**src/rtl/mseq_pkg.sv**
```systemverilog
// Shared definitions for the micro_sequencer: microinstruction field layout,
// op and condition encodings, sequencer state and the branch-condition selector.
`default_nettype none

package mseq_pkg;

  localparam int S_LSB    = 0;
  localparam int S_W      = 4;
  localparam int M_BIT    = 4;
  localparam int PIN_BIT  = 5;
  localparam int A_BIT    = 6;
  localparam int V_LSB    = 7;
  localparam int V_W      = 4;
  localparam int WR_BIT   = 11;
  localparam int ADR_LSB  = 12;
  localparam int ADR_W    = 3;
  localparam int ISR_BIT  = 15;
  localparam int ISL_BIT  = 16;
  localparam int DIN_LSB  = 17;
  localparam int DIN_W    = 4;
  localparam int COND_LSB = 21;
  localparam int COND_W   = 2;
  localparam int INV_BIT  = 23;
  localparam int OP_LSB   = 24;
  localparam int OP_W     = 3;
  localparam int TGT_LSB  = 27;

  localparam logic [OP_W-1:0] OP_NEXT  = 3'b000;
  localparam logic [OP_W-1:0] OP_JMP   = 3'b001;
  localparam logic [OP_W-1:0] OP_CALL  = 3'b010;
  localparam logic [OP_W-1:0] OP_RET   = 3'b011;
  localparam logic [OP_W-1:0] OP_HALT  = 3'b100;
  localparam logic [OP_W-1:0] OP_LDCNT = 3'b101;
  localparam logic [OP_W-1:0] OP_DJNZ  = 3'b110;
  localparam logic [OP_W-1:0] OP_NEXT2 = 3'b111;

  localparam logic [COND_W-1:0] COND_ALWAYS = 2'b00;
  localparam logic [COND_W-1:0] COND_POUT   = 2'b01;
  localparam logic [COND_W-1:0] COND_Z      = 2'b10;
  localparam logic [COND_W-1:0] COND_OSL    = 2'b11;

  typedef enum logic [0:0] {
    ST_IDLE = 1'b0,
    ST_RUN  = 1'b1
  } state_t;

  // Flags are packed as {OSR, OSL, Z, Pout}.
  function automatic logic cond_sel(input logic [COND_W-1:0] cond, input logic [3:0] flags);
    logic sel;
    case (cond)
      COND_ALWAYS: sel = 1'b1;
      COND_POUT:   sel = flags[0];
      COND_Z:      sel = flags[1];
      COND_OSL:    sel = flags[2];
      default:     sel = 1'b0;
    endcase
    return sel;
  endfunction

endpackage

`default_nettype wire

```
**src/rtl/mseq_stack.sv**
```systemverilog
// mseq_stack: return-address LIFO for CALL/RET; overflow and underflow are
// refused here and reported through o_full/o_empty.
`default_nettype none

module mseq_stack
  import mseq_pkg::*;
#(
  parameter int DEPTH = 4,
  parameter int WIDTH = 5
) (
  input  logic             i_clk,
  input  logic             i_rst_n,
  input  logic             i_clear,
  input  logic             i_push,
  input  logic             i_pop,
  input  logic [WIDTH-1:0] i_data,
  output logic             o_full,
  output logic             o_empty,
  output logic [WIDTH-1:0] o_top
);

  localparam int CNT_W = $clog2(DEPTH + 1);
  localparam int IDX_W = (DEPTH > 1) ? $clog2(DEPTH) : 1;

  logic [WIDTH-1:0] r_mem [DEPTH];
  logic [CNT_W-1:0] r_count;
  logic [IDX_W-1:0] w_top_idx;

  assign o_full    = (r_count == CNT_W'(DEPTH));
  assign o_empty   = (r_count == '0);
  assign w_top_idx = IDX_W'(r_count - CNT_W'(1));
  assign o_top     = o_empty ? '0 : r_mem[w_top_idx];

  always_ff @(posedge i_clk or negedge i_rst_n) begin
    if (!i_rst_n) begin
      r_count <= '0;
    end else if (i_clear) begin
      r_count <= '0;
    end else if (i_push && !o_full) begin
      r_count <= r_count + CNT_W'(1);
    end else if (i_pop && !o_empty) begin
      r_count <= r_count - CNT_W'(1);
    end
  end

  always_ff @(posedge i_clk) begin
    if (i_push && !o_full && !i_clear) begin
      r_mem[IDX_W'(r_count)] <= i_data;
    end
  end

endmodule

`default_nettype wire

```
**src/rtl/micro_sequencer.sv**
```systemverilog
// micro_sequencer: microprogram control stage driving the RALU from an external
// control store. Define MSEQ_LOOP_COUNTER_EN to enable the LDCNT/DJNZ loop counter.
`default_nettype none

module micro_sequencer
  import mseq_pkg::*;
#(
  parameter int UADDR_W     = 5,
  parameter int STACK_DEPTH = 4,
  parameter int UINSTR_W    = 27 + UADDR_W
) (
  input  logic                i_clk,
  input  logic                i_rst_n,
  input  logic                i_start,
  input  logic [UADDR_W-1:0]  i_start_addr,
  output logic                o_busy,
  output logic                o_done,
  output logic                o_error,
  output logic [UADDR_W-1:0]  o_upc,
  input  logic [UINSTR_W-1:0] i_uinstr,
  input  logic                i_Pout,
  input  logic                i_OSL,
  input  logic                i_OSR,
  input  logic [3:0]          i_R,
  output logic [3:0]          o_S,
  output logic                o_M,
  output logic                o_Pin,
  output logic                o_A,
  output logic [3:0]          o_v,
  output logic                o_wr,
  output logic [2:0]          o_adr,
  output logic                o_ISR,
  output logic                o_ISL,
  output logic [3:0]          o_DataIn
);

  state_t             r_state, w_state_next;
  logic [UADDR_W-1:0] r_upc, w_upc_next, w_upc_inc, w_target, w_top;
  logic [3:0]         r_flags;
  logic               r_done, r_error;
  logic               w_push, w_pop, w_stop, w_err_set, w_full, w_empty;
  logic               w_start_acc, w_taken;
  logic [OP_W-1:0]    w_op;
`ifdef MSEQ_LOOP_COUNTER_EN
  logic [UADDR_W-1:0] r_cnt, w_cnt_next;
`endif

  assign w_op        = i_uinstr[OP_LSB +: OP_W];
  assign w_target    = i_uinstr[TGT_LSB +: UADDR_W];
  assign w_upc_inc   = r_upc + UADDR_W'(1);
  assign w_start_acc = (r_state == ST_IDLE) && i_start;
  // Branch conditions look at status latched during the previous microinstruction.
  assign w_taken     = cond_sel(i_uinstr[COND_LSB +: COND_W], r_flags) ^ i_uinstr[INV_BIT];

  mseq_stack #(
    .DEPTH (STACK_DEPTH),
    .WIDTH (UADDR_W)
  ) u_stack (
    .i_clk   (i_clk),
    .i_rst_n (i_rst_n),
    .i_clear (w_start_acc),
    .i_push  (w_push),
    .i_pop   (w_pop),
    .i_data  (w_upc_inc),
    .o_full  (w_full),
    .o_empty (w_empty),
    .o_top   (w_top)
  );

  always_ff @(posedge i_clk or negedge i_rst_n) begin
    if (!i_rst_n) begin
      r_state <= ST_IDLE;
    end else begin
      r_state <= w_state_next;
    end
  end

  always_comb begin
    w_state_next = r_state;
    w_upc_next   = r_upc;
    w_push       = 1'b0;
    w_pop        = 1'b0;
    w_stop       = 1'b0;
    w_err_set    = 1'b0;
`ifdef MSEQ_LOOP_COUNTER_EN
    w_cnt_next   = r_cnt;
`endif
    case (r_state)
      ST_IDLE: begin
        if (i_start) begin
          w_state_next = ST_RUN;
          w_upc_next   = i_start_addr;
`ifdef MSEQ_LOOP_COUNTER_EN
          w_cnt_next   = '0;
`endif
        end
      end
      ST_RUN: begin
        w_upc_next = w_upc_inc;
        case (w_op)
          OP_NEXT, OP_NEXT2: ;
          OP_JMP: begin
            if (w_taken) w_upc_next = w_target;
          end
          OP_CALL: begin
            if (w_taken) begin
              if (w_full) begin
                w_err_set = 1'b1;
              end else begin
                w_push     = 1'b1;
                w_upc_next = w_target;
              end
            end
          end
          OP_RET: begin
            if (w_taken) begin
              if (w_empty) begin
                w_err_set = 1'b1;
              end else begin
                w_pop      = 1'b1;
                w_upc_next = w_top;
              end
            end
          end
          OP_HALT: w_stop = 1'b1;
`ifdef MSEQ_LOOP_COUNTER_EN
          OP_LDCNT: w_cnt_next = w_target;
          OP_DJNZ: begin
            if (r_cnt != '0) begin
              w_cnt_next = r_cnt - UADDR_W'(1);
              w_upc_next = w_target;
            end
          end
`else
          OP_LDCNT, OP_DJNZ: ;
`endif
          default: ;
        endcase
        // A stop leaves upc on the halting or faulting microinstruction.
        if (w_stop || w_err_set) begin
          w_state_next = ST_IDLE;
          w_upc_next   = r_upc;
        end
      end
      default: w_state_next = ST_IDLE;
    endcase
  end

  always_comb begin
    o_busy   = (r_state == ST_RUN);
    o_upc    = r_upc;
    o_done   = r_done;
    o_error  = r_error;
    o_S      = '0;
    o_M      = 1'b0;
    o_Pin    = 1'b0;
    o_A      = 1'b0;
    o_v      = '0;
    o_wr     = 1'b0;
    o_adr    = '0;
    o_ISR    = 1'b0;
    o_ISL    = 1'b0;
    o_DataIn = '0;
    if (r_state == ST_RUN) begin
      o_S      = i_uinstr[S_LSB +: S_W];
      o_M      = i_uinstr[M_BIT];
      o_Pin    = i_uinstr[PIN_BIT];
      o_A      = i_uinstr[A_BIT];
      o_v      = i_uinstr[V_LSB +: V_W];
      o_wr     = i_uinstr[WR_BIT];
      o_adr    = i_uinstr[ADR_LSB +: ADR_W];
      o_ISR    = i_uinstr[ISR_BIT];
      o_ISL    = i_uinstr[ISL_BIT];
      o_DataIn = i_uinstr[DIN_LSB +: DIN_W];
    end
  end

  always_ff @(posedge i_clk or negedge i_rst_n) begin
    if (!i_rst_n) begin
      r_upc   <= '0;
      r_flags <= '0;
      r_done  <= 1'b0;
      r_error <= 1'b0;
    end else begin
      r_upc  <= w_upc_next;
      r_done <= w_stop || w_err_set;
      if (w_start_acc) begin
        r_flags <= '0;
        r_error <= 1'b0;
      end else if (r_state == ST_RUN) begin
        r_flags <= {i_OSR, i_OSL, (i_R == 4'd0), i_Pout};
      end
      if (w_err_set) r_error <= 1'b1;
    end
  end

`ifdef MSEQ_LOOP_COUNTER_EN
  always_ff @(posedge i_clk or negedge i_rst_n) begin
    if (!i_rst_n) begin
      r_cnt <= '0;
    end else begin
      r_cnt <= w_cnt_next;
    end
  end
`endif

endmodule

`default_nettype wire

```
**config.mk**
```make
export PLATFORM = sky130hd
export DESIGN_NAME = micro_sequencer
export DESIGN_NICKNAME = d
export VERILOG_FILES = /design/src/rtl/mseq_pkg.sv /design/src/rtl/mseq_stack.sv /design/src/rtl/micro_sequencer.sv
export SDC_FILE = /design/constraint.sdc
export NUM_CORES = 1
export LEC_CHECK = 0
export CORE_MARGIN = 3
export CORE_UTILIZATION = 35
export CTS_CLUSTER_DIAMETER = 50
export DETAILED_ROUTE_END_ITERATION = 10
export HOLD_SLACK_MARGIN = 0.03
export PLACE_DENSITY = 0.65
export SLEW_MARGIN = 15
export SYNTH_ARGS = -nofsm -noshare
export SYNTH_HDL_FRONTEND = slang
export SYNTH_SLANG_ARGS = --single-unit
export TNS_END_PERCENT = 5
```
**constraint.sdc**
```tcl
create_clock -name i_clk -period 2.89 [get_ports i_clk]
set_input_delay 0.7225 -clock i_clk [delete_from_list [all_inputs] [get_ports i_clk]]
set_output_delay 0.7225 -clock i_clk [all_outputs]
set_load 0.02 [all_outputs]
```
# Yosys cells after proc, flatten, opt, wreduce, memory -nomap -nowiden
# Memories as Yosys holds them, arrays and structs flattened.
# Cells that the tools add are included.
# W data, S select, Z words.
dict set report word_totals {
  rom_bits 0
  in_bits 47
  wordCells 88
  register_bits 14
  mem_bits_rw 20
  latchBits 0
  n_memories 1
}
# name words width read_ports rd_clocked_by_memory_dff wr line
set mem_list {}
lappend mem_list {u_stack.r_mem 4 5 1 0 1 mseq_stack.sv:25} ;# logic [WIDTH-1:0] r_mem [DEPTH];
dict set report classes {
  mux 50
  addsub 3
  n_reduce_logical 16
  eq_ne 10
  n_bitwise 2
  n_mul 0
  div_mod_pow 0
  shifts 0
  magnitude_cmp 0
}
# op count
set ops {}
lappend ops {{$mux W5} 7}
lappend ops {{$mux W1} 29}
lappend ops {{$mux W3} 6}
lappend ops {{$pmux W5 S3} 1}
lappend ops {{$mux W4} 3}
lappend ops {{$pmux W5 S2} 1}
lappend ops {{$eq A3 B2 Y1 const B} 2}
lappend ops {{$eq A3 B3 Y1 const B} 2}
lappend ops {{$add A5 B1 Y5 const B} 1}
lappend ops {{$eq A2 B2 Y1 const B} 2}
lappend ops {{$logic_and A1 B1 Y1} 4}
lappend ops {{$logic_not A4 Y1} 1}
lappend ops {{$ne A2 B2 Y1 const B} 2}
lappend ops {{$pmux W1 S2} 2}
lappend ops {{$pmux W1 S4} 1}
lappend ops {{$reduce_bool A2 Y1} 2}
lappend ops {{$add A3 B1 Y3 const B} 1}
lappend ops {{$eq A3 B1 Y1 const B} 1}
lappend ops {{$logic_not A1 Y1} 3}
lappend ops {{$logic_not A3 Y1} 1}
lappend ops {{$reduce_bool A3 Y1} 1}
lappend ops {{$sub A3 B1 Y3 const B} 1}
lappend ops {{$eq A2 B1 Y1 const B} 1}
lappend ops {{$logic_not A2 Y1} 1}
lappend ops {{other kinds (4)} 5}

# Depth between registers and ports, before layout
dict set report logic_depth {
  depth_word 10
  depth_mapped 9
  ltp_nobuf 8
}

# By module
# A second synthesis with hierarchy kept.
dict set report unflattened {
  hier_cells 212
  hier_area_um2 2273.4
}
# mod area_each_um2 cells_each seq_area_each_um2 instances
set by_module_without_submodules {}
lappend by_module_without_submodules {micro_sequencer 1179.9 146 275.3 1}
lappend by_module_without_submodules {mseq_stack 1093.5 66 675.6 1}

# Worst setup path after synthesis
# Ideal clock, no wire load.
dict set report synth_path {
  path_type {input-to-reg}
  start {input port i_uinstr[21]}
  end {memory u_stack.r_mem[0][0] (enable)}
  slack_ns 0.732
  cell_stages 6
  n_path_buf 1
  arrival_ns 1.843
  cell_sequence {mux2i_1 > xnor2_1 > a22oi_2 > buf_6 > and3b_1 > and2_1}
}
dict set report synth_between {
  elab_chain_cells 10
  word_cells_on_any_way 13
  classes_between {3 x eq/ne; 6 x mux; 1 x bitwise; 3 x reduce/logical}
}
# element line
set synth_rtl {}
lappend synth_rtl {{start, declared} micro_sequencer.sv:20} ;# input logic [UINSTR_W-1:0] i_uinstr,
lappend synth_rtl {{$eq A2 B2 Y1, or another cell as far along} mseq_pkg.sv:50} ;# case (cond)
lappend synth_rtl {{$pmux W1 S4 (*)} mseq_pkg.sv:50}
lappend synth_rtl {{$xor A1 B1 Y1 (*)} micro_sequencer.sv:53} ;# assign w_taken = cond_sel(i_uinstr[COND_LSB +: COND_W], r_flags) ^ i_uinstr[INV_BIT];
lappend synth_rtl {{$mux W1 (*)} micro_sequencer.sv:106} ;# if (w_taken) begin
lappend synth_rtl {{$mux W1 (*)} micro_sequencer.sv:100} ;# case (w_op)
lappend synth_rtl {{$mux W1 (*)} micro_sequencer.sv:88} ;# case (r_state)
lappend synth_rtl {{$logic_and A1 B1 Y1 (*) (2 in a row)} mseq_stack.sv:47} ;# if (i_push && !o_full && !i_clear) begin
lappend synth_rtl {{$mux W1 (*)} mseq_stack.sv:47}
lappend synth_rtl {{$mux W1 (implied by the code) (*)} mseq_stack.sv:48} ;# r_mem[IDX_W'(r_count)] <= i_data;
lappend synth_rtl {{end, declared} mseq_stack.sv:25}
# Mark *: on every way between the ends. The rest lies on a longest branch, timed or not.

# Worst setup path in the final report
dict set report layout_path {
  start {register r_state (netlist: o_busy)}
  end {output port o_adr[2]}
}
dict set report layout_between {
  elab_chain_cells 1
}
# element line
set layout_rtl {}
lappend layout_rtl {{start, declared} micro_sequencer.sv:37} ;# state_t r_state, w_state_next;
lappend layout_rtl {{start signal, assigned} micro_sequencer.sv:74} ;# r_state <= w_state_next;
lappend layout_rtl {{$mux W3} micro_sequencer.sv:164} ;# if (r_state == ST_RUN) begin
lappend layout_rtl {{end, declared} micro_sequencer.sv:31} ;# output logic [2:0] o_adr,
# No other way between the ends.

==> out/metrics.cfg <==
[status]
run_status=complete, no violations

[logic_synthesis]
yosysWarnings=0
synth_commonest_cells=sky130_fd_sc_hd__and2_1 (25), sky130_fd_sc_hd__edfxtp_1 (20), sky130_fd_sc_hd__o21ai_0 (15)
post_synth_top_area_share_pct=28.86
synth_area_per_cell_sq_um=10.84
postSynthNetCount=245
netlist_top_cells_area=sky130_fd_sc_hd__edfxtp_1 (29%), sky130_fd_sc_hd__dfrtp_1 (17%), sky130_fd_sc_hd__and2_1 (7.5%), sky130_fd_sc_hd__mux4_2 (5.4%), sky130_fd_sc_hd__ha_1 (3.6%)
ys_seq_area_share_pct=45.70
netlist_instances=192
synth.distinct_cells=48
synth.ff_latch_count=34
syn_area_sq_um=2081
asyncSetResetFlopFracSynth_pct=41.18
most_frequent_cell_after_synthesis=sky130_fd_sc_hd__and2_1
synth_enable_flop_cells=20
yosys_most_used_dff=sky130_fd_sc_hd__edfxtp_1
synthDominantAreaCellType=sky130_fd_sc_hd__edfxtp_1

[setup_path]
critical_path_class=flop to output pin
crit_path_max_fanout=32
worst-endpoint-arrival_ns=1.94
worstRegToRegCells=6
timing.critical_path.required_ns=2.17
worstReg2RegEnd=u_stack.r_mem[3][3]
setup_crit_end=o_adr[2]
r2r_setup_slack_ns=0.80
critical_path.endpoint_type=output pin
crit_path_start=o_busy
critical_path.startpoint_type=flop
critical_path.reg2reg.startpoint=u_stack.r_count[1]

[drt]
route.detailed.drc=0
postRouteAntennaNets=0
wl_per_cell_um=15.55
dr.first_iter.drc_count=93
finalWirelength_mm=5.413
vias_per_cell=5.029
dr.pass1.iters=4
via_count=1750

[sta]
fin_skew_ns=0.007687
finalSetupViolations=0
rsz_0062_raised_after_global_routing=false
setup_tns_ns=0
timing.max_slew.rel_slack_pct=52.51
clock.fmax_mhz=376.2
min_period_over_period_pct=91.98
hold_viol_final=0
worst_hold_slack_ns=0.5424
worst_slew_pin_slew_ns=0.7123
min_period_ns=2.658
slew_violations=0

[global_route]
global_route_usage_over_all_layers_pct=16.31
grt_pass1_wl_mm=9.039
first_global_vias=1797
global_route.overflow_total=0
grt_antenna_before_repair=0
grt_start_max_net_pins=33

[clocking]
htree_levels=2
cts.repair_timing.setup_buffer_count=0
cts_root_buf=sky130_fd_sc_hd__clkbuf_8
cts_buffer_depth=2
post_cts.resized_instances=0
clock_latency_at_the_later_pin_of_the_worst_skew_pair_ns=0.29
hold_buffers=0
numClockSinks=34
cts-buffers-inserted=5
cts_tree=yes
cts.reportedPaths.clkPinSlew_ns=0.08

[min_path]
min_path_type=flop to flop

[placed_design]
sum_of_net_half_perimeters_after_detailed_placement_mm=4.215
routabilityCongestion=0.8004
place_area_sq_um=2945
port_buffers=74

[floorplan]
floorplan.initialDensity_pct=36.88
fp.dieH_um=83.11
die_footprint_sq_um=6906
placement_rows=27
core_region_area_sq_um=5642
die_x_extent_um=83.11
io-pin-count=76

[power]
post-layout-total-power_uw=2773
cellPowerDensity_nw_per_um2=899.4
total_leakage_power_uw=0.001176
max-vdd-ir-drop_mv=0.5751

[layout]
post_route_cells_drive_above_1_share_pct=12.32
layout.core_utilization_pct=54.65
final_nets=328
syn2layout_area_growth_pct=48.17
final_design_area_no_fill_sq_um=3083
insertedDiodeCount=0

[run]
maxCapViolations=0

## worst max-delay path: stages, from the launching register on
cell                              delay (ns)
sky130_fd_sc_hd__dfrtp_1                0.81
sky130_fd_sc_hd__and2_1                 0.23
sky130_fd_sc_hd__clkdlybuf4s50_1        0.61
## registers in the layout, indices dropped and copies added (netlist names)
signal and count:
o_busy 1, o_done 1, u_stack.r_mem 20, o_upc 5, u_stack.r_count 3, r_flags 3
o_error 1
## routing by layer
layer  track usage, %  share of wire, %  up-vias
met5                0                 0        -
met4            4.903               1.3        0
met3            4.167               4.6        7
met2            27.11                51       45
met1            20.88                43      836
li1                 -                 -      862
## kinds of logic (layout without fill, tap and decap cells)
kind of cell / after synthesis / count (layout) / synth area share [%]
and+or+nand+nor: 73 / 73 / 20.81
AOI/OAI and AO/OA: 41 / 41 / 13.71
DFF: 34 / 34 / 45.70
buffers and inverters: 20 / 104 / 4.690
muxes: 11 / 11 / 8.539
xor gates and xnor gates: 7 / 7 / 2.947
adders and majority gates: 6 / 6 / 3.608
## report_power, final
group          switching, uW  total, uW  internal [uW]  leakage [uW]
registers                132        809            677      0.000355
clock network            183        528            346     0.0000683
logic                    737       1430            698      0.000753
total                   1050       2770           1720       0.00118
## layout make-up
cell class                      instances  area, sq um
Inverter                                9        33.78
Sequential cell                        34        950.9
Clock inverter                          3        68.82
Timing Repair Buffer                   87        838.3
Clock buffer                            5        68.82
Multi-Input combinational cell        138         1032
Fill cell                             502         2559
Tap cell                               72        90.09
## cells in the final DEF, fill, tap and decap left out, drive strengths merged, types with 2 or more instances in the layout
| cell type | count |
|---|---|
| a21oi | 7 |
| a32oi | 3 |
| and2 | 25 |
| and3b | 2 |
| buf | 13 |
| bufinv | 2 |
| clkbuf | 5 |
| clkdlybuf4s50 | 74 |
| dfrtp | 14 |
| edfxtp | 20 |
| ha | 6 |
| inv | 9 |
| mux2i | 5 |
| mux4 | 5 |
| nand2 | 11 |
| nand2b | 6 |
| nand3 | 6 |
| nand4b | 3 |
| nor2 | 6 |
| nor2b | 5 |
| nor4 | 2 |
| o21ai | 16 |
| o221ai | 2 |
| o22ai | 4 |
| o311a | 2 |
| or2 | 2 |
| xnor2 | 4 |
| xor2 | 3 |
## worst min-delay path by stage
stage / start / endpoint / slack, ns / cells after the start
6_report: r_flags[2] / r_flags[2] / 0.54 / 2
5_1_grt: r_flags[2] / r_flags[2] / 0.58 / 2
4_1_cts: r_flags[1] / r_flags[1] / 0.55 / 2
3_5_place_dp: r_flags[1] / r_flags[1] / 0.53 / 2
3_3_place_gp: o_error / o_error / 0.53 / 2
2_1_floorplan: i_rst_n / o_busy / 0.43 / 0
## per-stage QoR
step / cells / setup WS, ns
global placement: 340 / 0.07728
CTS: 348 / 0.1898
global route: 348 / 0.03862
finish: 348 / 0.2319
detailed placement: 340 / 0.07773
floorplan: 192 / 0.7321
Note: power is estimated with default switching activity, not from simulation.
